==> src/rtl/cache_req_arbiter.sv <==
// Round-robin arbiter sharing one cache read port between instruction fetch (0) and data load (1).
// Sequences each access through ISSUE/WAIT/RESP and keeps saturating hit/miss statistics.
module cache_req_arbiter #(
    parameter int ADDR_WIDTH   = 11,
    parameter int DATA_WIDTH   = 11,
    parameter int RESP_LATENCY = 2,
    parameter int CNT_WIDTH    = 16
) (
    input  logic                  clk,
    input  logic                  rst_n,
    input  logic [1:0]            req,
    input  logic [ADDR_WIDTH-1:0] addr0,
    input  logic [ADDR_WIDTH-1:0] addr1,
    output logic [1:0]            grant,
    output logic [1:0]            resp_valid,
    output logic [DATA_WIDTH-1:0] resp_data,
    output logic                  resp_l1_hit,
    output logic                  resp_l2_hit,
    output logic                  busy,
    output logic [ADDR_WIDTH-1:0] cache_addr,
    output logic                  cache_read,
    input  logic [DATA_WIDTH-1:0] cache_read_data,
    input  logic                  cache_l1_hit,
    input  logic                  cache_l2_hit,
    output logic [CNT_WIDTH-1:0]  l1_hit_cnt,
    output logic [CNT_WIDTH-1:0]  l2_hit_cnt,
    output logic [CNT_WIDTH-1:0]  miss_cnt
);

    typedef enum logic [1:0] {
        S_IDLE,
        S_ISSUE,
        S_WAIT,
        S_RESP
    } state_t;

    state_t     state;
    logic [3:0] wait_cnt;
    logic       last;   // requester served most recently
    logic       pick;   // winner of the current IDLE arbitration

    always_comb begin
        pick = 1'b0;
        case (req)
            2'b01:   pick = 1'b0;
            2'b10:   pick = 1'b1;
            2'b11:   pick = ~last;
            default: pick = 1'b0;
        endcase
    end

    always_ff @(posedge clk) begin
        if (!rst_n) begin
            state       <= S_IDLE;
            wait_cnt    <= '0;
            last        <= 1'b1;
            grant       <= '0;
            resp_valid  <= '0;
            resp_data   <= '0;
            resp_l1_hit <= 1'b0;
            resp_l2_hit <= 1'b0;
            busy        <= 1'b0;
            cache_addr  <= '0;
            cache_read  <= 1'b0;
            l1_hit_cnt  <= '0;
            l2_hit_cnt  <= '0;
            miss_cnt    <= '0;
        end else begin
            case (state)
                S_IDLE: begin
                    if (req != 2'b00) begin
                        grant      <= pick ? 2'b10 : 2'b01;
                        cache_addr <= pick ? addr1 : addr0;
                        cache_read <= 1'b1;
                        busy       <= 1'b1;
                        state      <= S_ISSUE;
                    end
                end
                S_ISSUE: begin
                    cache_read <= 1'b0;
                    wait_cnt   <= 4'(RESP_LATENCY);
                    state      <= S_WAIT;
                end
                S_WAIT: begin
                    wait_cnt <= wait_cnt - 4'd1;
                    // counter reaching zero on this edge is the capture edge
                    if (wait_cnt == 4'd1) begin
                        resp_data   <= cache_read_data;
                        resp_l1_hit <= cache_l1_hit;
                        resp_l2_hit <= cache_l2_hit;
                        resp_valid  <= grant;
                        if (cache_l1_hit) begin
                            if (l1_hit_cnt != '1) l1_hit_cnt <= l1_hit_cnt + CNT_WIDTH'(1);
                        end else if (cache_l2_hit) begin
                            if (l2_hit_cnt != '1) l2_hit_cnt <= l2_hit_cnt + CNT_WIDTH'(1);
                        end else begin
                            if (miss_cnt != '1) miss_cnt <= miss_cnt + CNT_WIDTH'(1);
                        end
                        state <= S_RESP;
                    end
                end
                S_RESP: begin
                    resp_valid <= '0;
                    last       <= grant[1];
                    grant      <= '0;
                    busy       <= 1'b0;
                    state      <= S_IDLE;
                end
                default: state <= S_IDLE;
            endcase
        end
    end

endmodule

==> config.mk <==
export PLATFORM = sky130hd
export DESIGN_NAME = cache_req_arbiter
export DESIGN_NICKNAME = d
export VERILOG_FILES = /design/src/rtl/cache_req_arbiter.sv
export SDC_FILE = /design/constraint.sdc
export NUM_CORES = 1
export LEC_CHECK = 0
export ABC_AREA = 1
export ABC_CLOCK_PERIOD_IN_PS = 2300
export CORE_MARGIN = 2
export CORE_UTILIZATION = 49
export DETAILED_ROUTE_END_ITERATION = 10
export GPL_TIMING_DRIVEN = 0
export HOLD_SLACK_MARGIN = 0.02
export MAX_ROUTING_LAYER = met4
export PLACE_DENSITY = 0.82
export SLEW_MARGIN = 15
export SYNTH_ARGS = -nofsm -noshare
export SYNTH_HDL_FRONTEND = slang
export SYNTH_SLANG_ARGS = --single-unit
==> constraint.sdc <==
create_clock -name clk -period 2.3 [get_ports clk]
set_clock_uncertainty 0.2 [all_clocks]
set_input_delay 0.46 -clock clk [delete_from_list [all_inputs] [get_ports clk]]
set_output_delay 0.46 -clock clk [all_outputs]
set_load 0.02 [all_outputs]
Word level (Yosys, flattened, before mapping)
Cells that the tools add are included.
Widths: inputs -> output; s select.

word-level totals
  bits in registers = 85
  output and inout port bits = 78
  logic and storage cells = 61

cells by class
  add/subtract/negate cells = 4
  equality and inequality tests = 11
  muxes and demuxes = 14
  bitwise logic cells = 3
  reduce and logical (&&, ||, !) cells = 15

operators by type and width
  cell                   number
  $add 16x1->16 const B  3
  $ne 16x16->1 const B   3
  $reduce_and 2->1       6
  $mux 11                1
  $mux 2                 5
  $reduce_and 5->1       2
  $reduce_bool 2->1      5
  $eq 2x2->1 const B     4
  $pmux 2 s2             2
  $pmux 2 s4             1
  $pmux 4 s2             1
  $pmux 1 s2             3
  $eq 4x1->1 const B     1
  $ne 2x2->1 const B     2
  $reduce_and 4->1       1
  $sub 4x1->4 const B    1
  $not 1->1              3
  $eq 2x1->1 const B     1
  $logic_not 2->1        1
  $mux 1                 1

Logic depth before layout (Yosys ltp)
Gate-level depths: netlist of the first run.

  depth in word-level cells = 5
  gate-level depth with buffers = 10
  depth with buffers taken out = 10

Worst setup path before layout of the first run
Ideal clock, no wire load.

  path kind = register -> register
  start = register l1_hit_cnt[0]
  end = register l1_hit_cnt[0]
  setup time = 0.116 ns
  arrival time = 1.688 ns
  data required time = 1.984 ns
  slack = 0.296 ns
  cell stages (with the launch flop) = 10
  buffers on the path = 1
  period minus slack after synthesis = 2.004 ns
  cell sequence = dfxtp_1 -> ha_1 -> inv_1 -> nor2_4 -> nand2_2 -> o21ai_4 -> inv_2 -> buf_6 -> nor2_1 -> nor2_1

on the way
  word-level cells in the longest chain between the ends = 2

RTL lines
  item                                                   line  RTL
  start, declared                                        25    output logic [CNT_WIDTH-1:0] l1_hit_cnt,
  start signal, assigned                                 93    if (l1_hit_cnt != '1) l1_hit_cnt <= l1_hit_cnt + CNT_WIDTH'(1);
  branches (longest 2 deep; another with $add 16x1->16)  n/a

Parallel ways; which one is timed is not known.
A chain may end at the register's enable or synchronous reset.

Worst setup path in the final report of the first run
  start = register state[0]
  end = register miss_cnt[12]

on the way
  word-level cells in the longest chain between the ends = 2

RTL lines
  item                        line  RTL
  start, declared             37    state_t state;
  start signal, assigned      54    state <= S_IDLE;
  start signal, assigned      76    state <= S_ISSUE;
  start signal, assigned      82    state <= S_WAIT;
  $eq 2x2->1                  69    case (state)
  $reduce_and 5->1 (no line)  n/a
  end signal, assigned        97    if (miss_cnt != '1) miss_cnt <= miss_cnt + CNT_WIDTH'(1);
  end, declared               27    output logic [CNT_WIDTH-1:0] miss_cnt

Every way passes these cells.

==> impl_metrics.json, run 1 <==
{
  "status": "finished clean",
  "path_cells": "inv_1 -> ha_2 -> nand3_2 -> inv_2 -> nand2_2 -> nor2_8 -> inv_4 -> buf_6 -> nand2_1 -> a21oi_1",
  "ff2ff_path_depth": 10,
  "groute.usage.overall_pct": 26.6,
  "route.met2.wl_mm": 6.35,
  "top_layer": "met4",
  "synth_top_area_share_pct": 38.3,
  "ys_warn_count": 0,
  "chipWidth_um": 99.2,
  "fp.coreArea_um2": 8760,
  "yosysTopAreaCell": "dfxtp_1",
  "final_common_cell": "nand2_1",
  "clk_root_buffer_cell": "clkbuf_8",
  "cp_data_arrival_time_ns": 2.17,
  "io_pins": 117,
  "slew_headroom_pct": 59.9,
  "vias": 4822,
  "io_buffers": 116,
  "netlist_area_um2": 4440,
  "synth_cells": 666,
  "cp_max_fo": 10,
  "grt_pass1_vias": 4582,
  "synthToLayoutAreaGrowth_pct": 33.6,
  "viasPerCell": 5.33,
  "final_cell_mix": "nand2_1, clkdlybuf4s50_1, dfxtp_1",
  "worstHoldPathType": "reg -> reg",
  "leakagePower_nw": 2.03,
  "startpoint_type": "flop",
  "layout_min_cycle_time_ns": 2.16,
  "hold_viol": 0,
  "ys_types": 28,
  "setup_tns_ns": 0,
  "fill_cells": 746,
  "drive_gt1_share_pct": 5.90,
  "antenna_found_initial": 0,
  "drcViolationCount": 0,
  "worstPathRequired_ns": 2.31,
  "start_util_pct": 50.7,
  "cpPeakStageDelay_ns": 0.33,
  "syn_nets": 715,
  "yosys-top-cells-area": "dfxtp_1, nand2_1, a21oi_1, nor2_1, inv_1",
  "cts.clk_slew.worst_paths_ns": 0.08,
  "wl_mm": 12.5,
  "wl_met3_um": 580,
  "grt_pass1_wl_mm": 20.9,
  "syn_avg_cell_area_um2": 6.67,
  "routedWlPerCell_um": 13.9,
  "power_density_nw_per_um2": 638,
  "grt_setup_unrepaired": "no",
  "die-height_um": 99.2,
  "ant_nets": 0,
  "hpwl_mm": 9.41,
  "maxSlewViolCount": 0,
  "gp_congestion": 0.897,
  "htreeDepth": 3,
  "end_kind": "flop",
  "grt_max_degree": 14,
  "drtPass1Iterations": 4,
  "fin_cells": 905,
  "clock_path_buffers": 2,
  "tritoncts": "built",
  "clock-sinks": 85,
  "dieArea_um2": 9840,
  "hold_depth": 2,
  "ys_ff_latch": 85,
  "grt_overflow_total": 0,
  "fmax_ghz": 0.464,
  "worstSetupPathType": "reg -> reg",
  "insertion_delay_ns": 0.35,
  "nets": 841,
  "cts_buffers": 9,
  "rows": 34,
  "synth_seq_area_share_pct": 38.3,
  "placed_cells": 890,
  "finalCritPeriodShare_pct": 93.8,
  "ir_drop_mv": 0.495,
  "n_antenna_cell": 0,
  "cp_slowest_cell": "dfxtp_1",
  "postCtsSetupRepairBufs": 0,
  "first_iter_violations": 258,
  "finalSetupViolCount": 0,
  "maxCapViolations": 0,
  "worstMarginPinSlew_ns": 0.601,
  "wl_met1_mm": 5.35
}
## layer usage
layer | vias up | GRT usage (%)
li1 | 2394 | -
met1 | 2269 | 32.2
met2 | 136 | 45.8
met3 | 23 | 3.79
met4 | 0 | 8.32
met5 | - | -
## path summary, 6_finish.rpt
kind / from / slack [ns] / end
min: resp_data[2]$_SDFFE_PN0P_ / 0.27 / resp_data[2]$_SDFFE_PN0P_
min reg2reg: resp_data[2]$_SDFFE_PN0P_ / 0.27 / resp_data[2]$_SDFFE_PN0P_
max reg2reg: state[0]$_SDFFE_PN0P_ / 0.14 / miss_cnt[12]$_SDFFE_PN0P_
max: state[0]$_SDFFE_PN0P_ / 0.14 / miss_cnt[12]$_SDFFE_PN0P_
## power breakdown
| part | internal, mW | switching, mW | total (mW) |
|---|---|---|---|
| combinational | 0.420 | 0.593 | 1.01 |
| sequential | 1.62 | 0.0898 | 1.71 |
| clock | 0.534 | 0.533 | 1.07 |
| total | 2.57 | 1.22 | 3.79 |
## worst max-delay path: cells and delay by family (launching register included)
kind / cells / cell delay (ns)
AND/OR/NAND/NOR: 4 / 0.59
buffers and inverters: 4 / 0.55
flip-flops: 1 / 0.33
adder cells (fa/ha/maj): 1 / 0.29
AO/OA/AOI/OAI: 1 / 0.06
## flip-flops by register name (all words and copies together), names as in the netlist, 2 cells and up
register    cells
state           2
l2_hit_cnt     16
grant           2
l1_hit_cnt     16
cache_addr     11
wait_cnt        4
resp_valid      2
miss_cnt       16
resp_data      11
## stage by stage
step / setup slack (ns) / area (µm²) / hold WS [ns] / power [mW] / util (%)
floorplan: 0.296 / 4440 / 0.229 / 2.30 / -
global placement: -0.185 / 5740 / 0.247 / 2.69 / 65.5
detailed placement: -0.228 / 5740 / 0.258 / 2.74 / 65.5
CTS: 0.0860 / 5930 / 0.272 / 3.78 / 67.7
global route: 0.0514 / 5930 / 0.298 / 3.97 / 67.7
finish: 0.143 / 5930 / 0.273 / 3.79 / 67.7
## area by class of cell
class	count	area [µm²]	share of cell area, %
Tap cell	108	135	2.28
Buffer	20	115	1.94
Timing Repair Buffer	116	1160	19.6
Clock inverter	3	45.0	0.759
Multi-Input combinational cell	510	2440	41.1
Inverter	50	190	3.20
Sequential cell	85	1700	28.7
Clock buffer	13	149	2.51
## synthesized netlist by cell type
master      n
o21ai_4     1
buf_1       1
buf_2       2
dfxtp_1    85
nand2_2     8
xor2_1      8
o21ai_0    30
and3_1      3
buf_6       5
a21oi_1    63
xnor2_1     9
nor2_1     69
a211oi_1    1
nor3_1      4
nand3b_1    2
clkbuf_1   13
a31oi_1    11
nor2_4      3
nand3_2     1
nand4_1    15
nor2_2      8
nand2_1   229
ha_1       10
inv_1      47
inv_4       1
nand3_1    34
nor2_8      1
inv_2       2
## what timing repair did
action | 4_1_cts | 5_1_grt
gates resized for setup | 0 | 2
endpoints found under the setup margin | 0 | 24
hold buffers | 0 | 0
## cells by family (layout without fill, tap and decap cells)
| family | after synthesis | in the layout | synth area share [%] |
|---|---|---|---|
| simple gates | 377 | 377 | 36.0 |
| xor+xnor | 17 | 17 | 3.35 |
| fa+ha+maj | 10 | 10 | 2.82 |
| compound gates | 106 | 106 | 12.6 |
| buf+inv | 71 | 202 | 6.96 |
| flops | 85 | 85 | 38.3 |
No activity file was read; power rests on OpenSTA's default activity.
==> run 2: changes to the inputs <==
--- a/config.mk
+++ b/config.mk
@@ -14,7 +14,6 @@
 export HOLD_SLACK_MARGIN = 0.02
 export MAX_ROUTING_LAYER = met4
 export PLACE_DENSITY = 0.82
-export SLEW_MARGIN = 15
 export SYNTH_ARGS = -nofsm -noshare
 export SYNTH_HDL_FRONTEND = slang
 export SYNTH_SLANG_ARGS = --single-unit
==> constraint.sdc (replaced) <==
create_clock -name clk -period 2.3 [get_ports clk]
set_clock_uncertainty 0.2 [all_clocks]
set_input_delay 0.46 -clock clk [delete_from_list [all_inputs] [get_ports clk]]
set_output_delay 0.46 -clock clk [all_outputs]
set_load 0.005 [all_outputs]
==> results of run 2 <==
The final DEF is identical to that of run 1. Status: finished clean.
Main changes from that run: total power 3.79 mW -> 3.66 mW
==> run 3: changes to the inputs <==
--- a/config.mk
+++ b/config.mk
@@ -7,7 +7,6 @@
 export LEC_CHECK = 0
 export ABC_AREA = 1
 export ABC_CLOCK_PERIOD_IN_PS = 2300
-export CORE_MARGIN = 2
 export CORE_UTILIZATION = 49
 export DETAILED_ROUTE_END_ITERATION = 10
 export GPL_TIMING_DRIVEN = 0
==> run 3 against run 2 <==
Effect of this change: global-route usage grew 1.0 points; critical path depth is the same; sequential share of layout area is essentially flat; register-to-register slack lost 0.02 ns; critical path type unchanged.
==> impl_metrics.json, run 3 (synthesis gave the netlist of run 1 again) <==
{
  "p_sw_mw": 1.11,
  "pwr-share-seq_pct": 47.6,
  "vias": 4812,
  "io_pins": 117,
  "ff2ff_path_depth": 10,
  "maxSlewViolCount": 0,
  "start_util_pct": 50.7,
  "chipWidth_um": 97.2,
  "nets": 842,
  "grt_pass1_wl_mm": 21.3,
  "die-height_um": 97.2,
  "synthToLayoutAreaGrowth_pct": 33.5,
  "total_power_mw": 3.59,
  "final_common_cell": "nand2_1",
  "top_regs": "l1_hit_cnt x16, l2_hit_cnt x16, miss_cnt x16",
  "startpoint": "state[0]$_SDFFE_PN0P_",
  "layout_min_cycle_time_ns": 2.17,
  "fmax_ghz": 0.460,
  "startpoint_type": "flop",
  "postCtsSetupRepairBufs": 0,
  "cpPeakStageDelay_ns": 0.33,
  "placed_cells": 890,
  "cp_max_fo": 10,
  "slew_headroom_pct": 57.4,
  "power_density_nw_per_um2": 606,
  "setup_tns_ns": 0,
  "finalCritPeriodShare_pct": 94.5,
  "end_kind": "flop",
  "fin_cells": 906,
  "tritoncts": "built",
  "multi_input_area_um2": 2440,
  "combPwrFrac_pct": 24.6,
  "gp_congestion": 0.925,
  "path_cells": "inv_1 -> ha_2 -> nand3_2 -> inv_2 -> nand2_2 -> nor2_8 -> inv_4 -> buf_6 -> nand2_1 -> a21oi_1",
  "drtPass1Iterations": 5,
  "first_iter_violations": 234,
  "groute.usage.overall_pct": 27.6,
  "p_sw_share_pct": 30.8,
  "p_int_mw": 2.49,
  "dieArea_um2": 9450,
  "leakagePower_nw": 2.04,
  "rr_startpoint": "state[0]$_SDFFE_PN0P_",
  "worstHoldPathType": "reg -> reg",
  "clock_path_buffers": 2,
  "final_cell_mix": "nand2_1, clkdlybuf4s50_1, dfxtp_1",
  "finalSetupViolCount": 0,
  "clk_root_buffer_cell": "clkbuf_8",
  "grt_max_degree": 15,
  "p_clk_share_pct": 27.8,
  "io_buffers": 116,
  "hold_buffers": 0,
  "seqCellArea_um2": 1700,
  "insertion_delay_ns": 0.35,
  "whs_ns": 0.275,
  "viasPerCell": 5.31,
  "fp.coreArea_um2": 8760,
  "drcViolationCount": 0,
  "hold_viol": 0,
  "routedWlPerCell_um": 13.7,
  "rows": 34,
  "drive_gt1_share_pct": 6.52,
  "fill_cells": 778,
  "cts_buffers": 9,
  "cp_slowest_cell": "dfxtp_1",
  "clock-sinks": 85,
  "worstMarginPinSlew_ns": 0.638,
  "ir_drop_mv": 0.465,
  "worstPathRequired_ns": 2.31,
  "hold_depth": 2,
  "hold_path_startpoint": "resp_data[4]$_SDFFE_PN0P_",
  "wl_mm": 12.5,
  "ant_nets": 0,
  "n_antenna_cell": 0,
  "grt_setup_unrepaired": "no",
  "grt_overflow_total": 0,
  "hpwl_mm": 9.16,
  "cts.clk_slew.worst_paths_ns": 0.09,
  "grt_pass1_vias": 4548,
  "cp_data_arrival_time_ns": 2.18,
  "htreeDepth": 3,
  "maxCapViolations": 0,
  "antenna_found_initial": 0,
  "worstSetupPathType": "reg -> reg",
  "status": "finished clean"
}
## run 3: cell types whose count changed in the layout (fill, tap and decap cells not counted)
cell / before / now
clkbuf_2: 0 / 1
bufinv_16: 1 / 0
clkinv_4: 0 / 2
clkinv_2: 0 / 2
dfxtp_1: 85 / 84
clkbuf_8: 10 / 11
clkbuf_1: 15 / 12
dfxtp_2: 0 / 1
clkinvlp_4: 2 / 1
## run 3: stage by stage
step	setup WS, ns	instance area, µm²	util, %
3_3_place_gp	-0.164	5740	65.5
5_1_grt	0.0322	5930	67.7
3_5_place_dp	-0.205	5740	65.5
2_1_floorplan	0.424	4440	-
6_report	0.126	5930	67.7
4_1_cts	0.0647	5930	67.6
## run 3: critical path: cells and delay by family, from the launching register on
| family | cells | cell delay [ns] |
|---|---|---|
| DFF | 1 | 0.33 |
| and+or+nand+nor | 4 | 0.61 |
| AOI/OAI and AO/OA | 1 | 0.07 |
| adders and majority gates | 1 | 0.27 |
| buffers and inverters | 4 | 0.55 |
## run 3: power groups by stage
stage	combinational, mW	sequential [mW]	clock, mW
3_5_place_dp	0.865	1.74	0
5_1_grt	0.976	1.73	1.07
2_1_floorplan	0.438	1.74	0
4_1_cts	0.879	1.71	1.01
6_report	0.885	1.71	0.999
3_3_place_gp	0.832	1.73	0
## run 3: path summary, 6_finish.rpt
kind,endpoint,slack [ns]
setup / recovery,miss_cnt[5]$_SDFFE_PN0P_,0.13
setup reg to reg,miss_cnt[5]$_SDFFE_PN0P_,0.13
hold / removal,resp_data[4]$_SDFFE_PN0P_,0.28
hold reg to reg,resp_data[4]$_SDFFE_PN0P_,0.28
## run 3: area by class of cell
class                      instances  share of cell area, %
sequential                        85                   28.7
clock inverter                     5                  0.590
tap                              108                   2.28
clock buffer                      11                   2.55
multi-input combinational        510                   41.1
inverter                          50                   3.21
timing repair buffer             116                   19.6
buffer                            21                   2.02
## run 3: timing repair
action	4_1_cts	5_1_grt
endpoints found under the hold margin	0	0
resized for setup	0	5
setup endpoints to repair	0	21
## run 3: metal layers
metal | GRT usage (%) | part of all wire (%) | vias to the layer above
li1 | - | - | 2398
met1 | 34.8 | 44 | 2244
met4 | 9.16 | 2.0 | 0
met2 | 46.7 | 49 | 142
met3 | 2.59 | 4.7 | 28
met5 | - | 0 | -
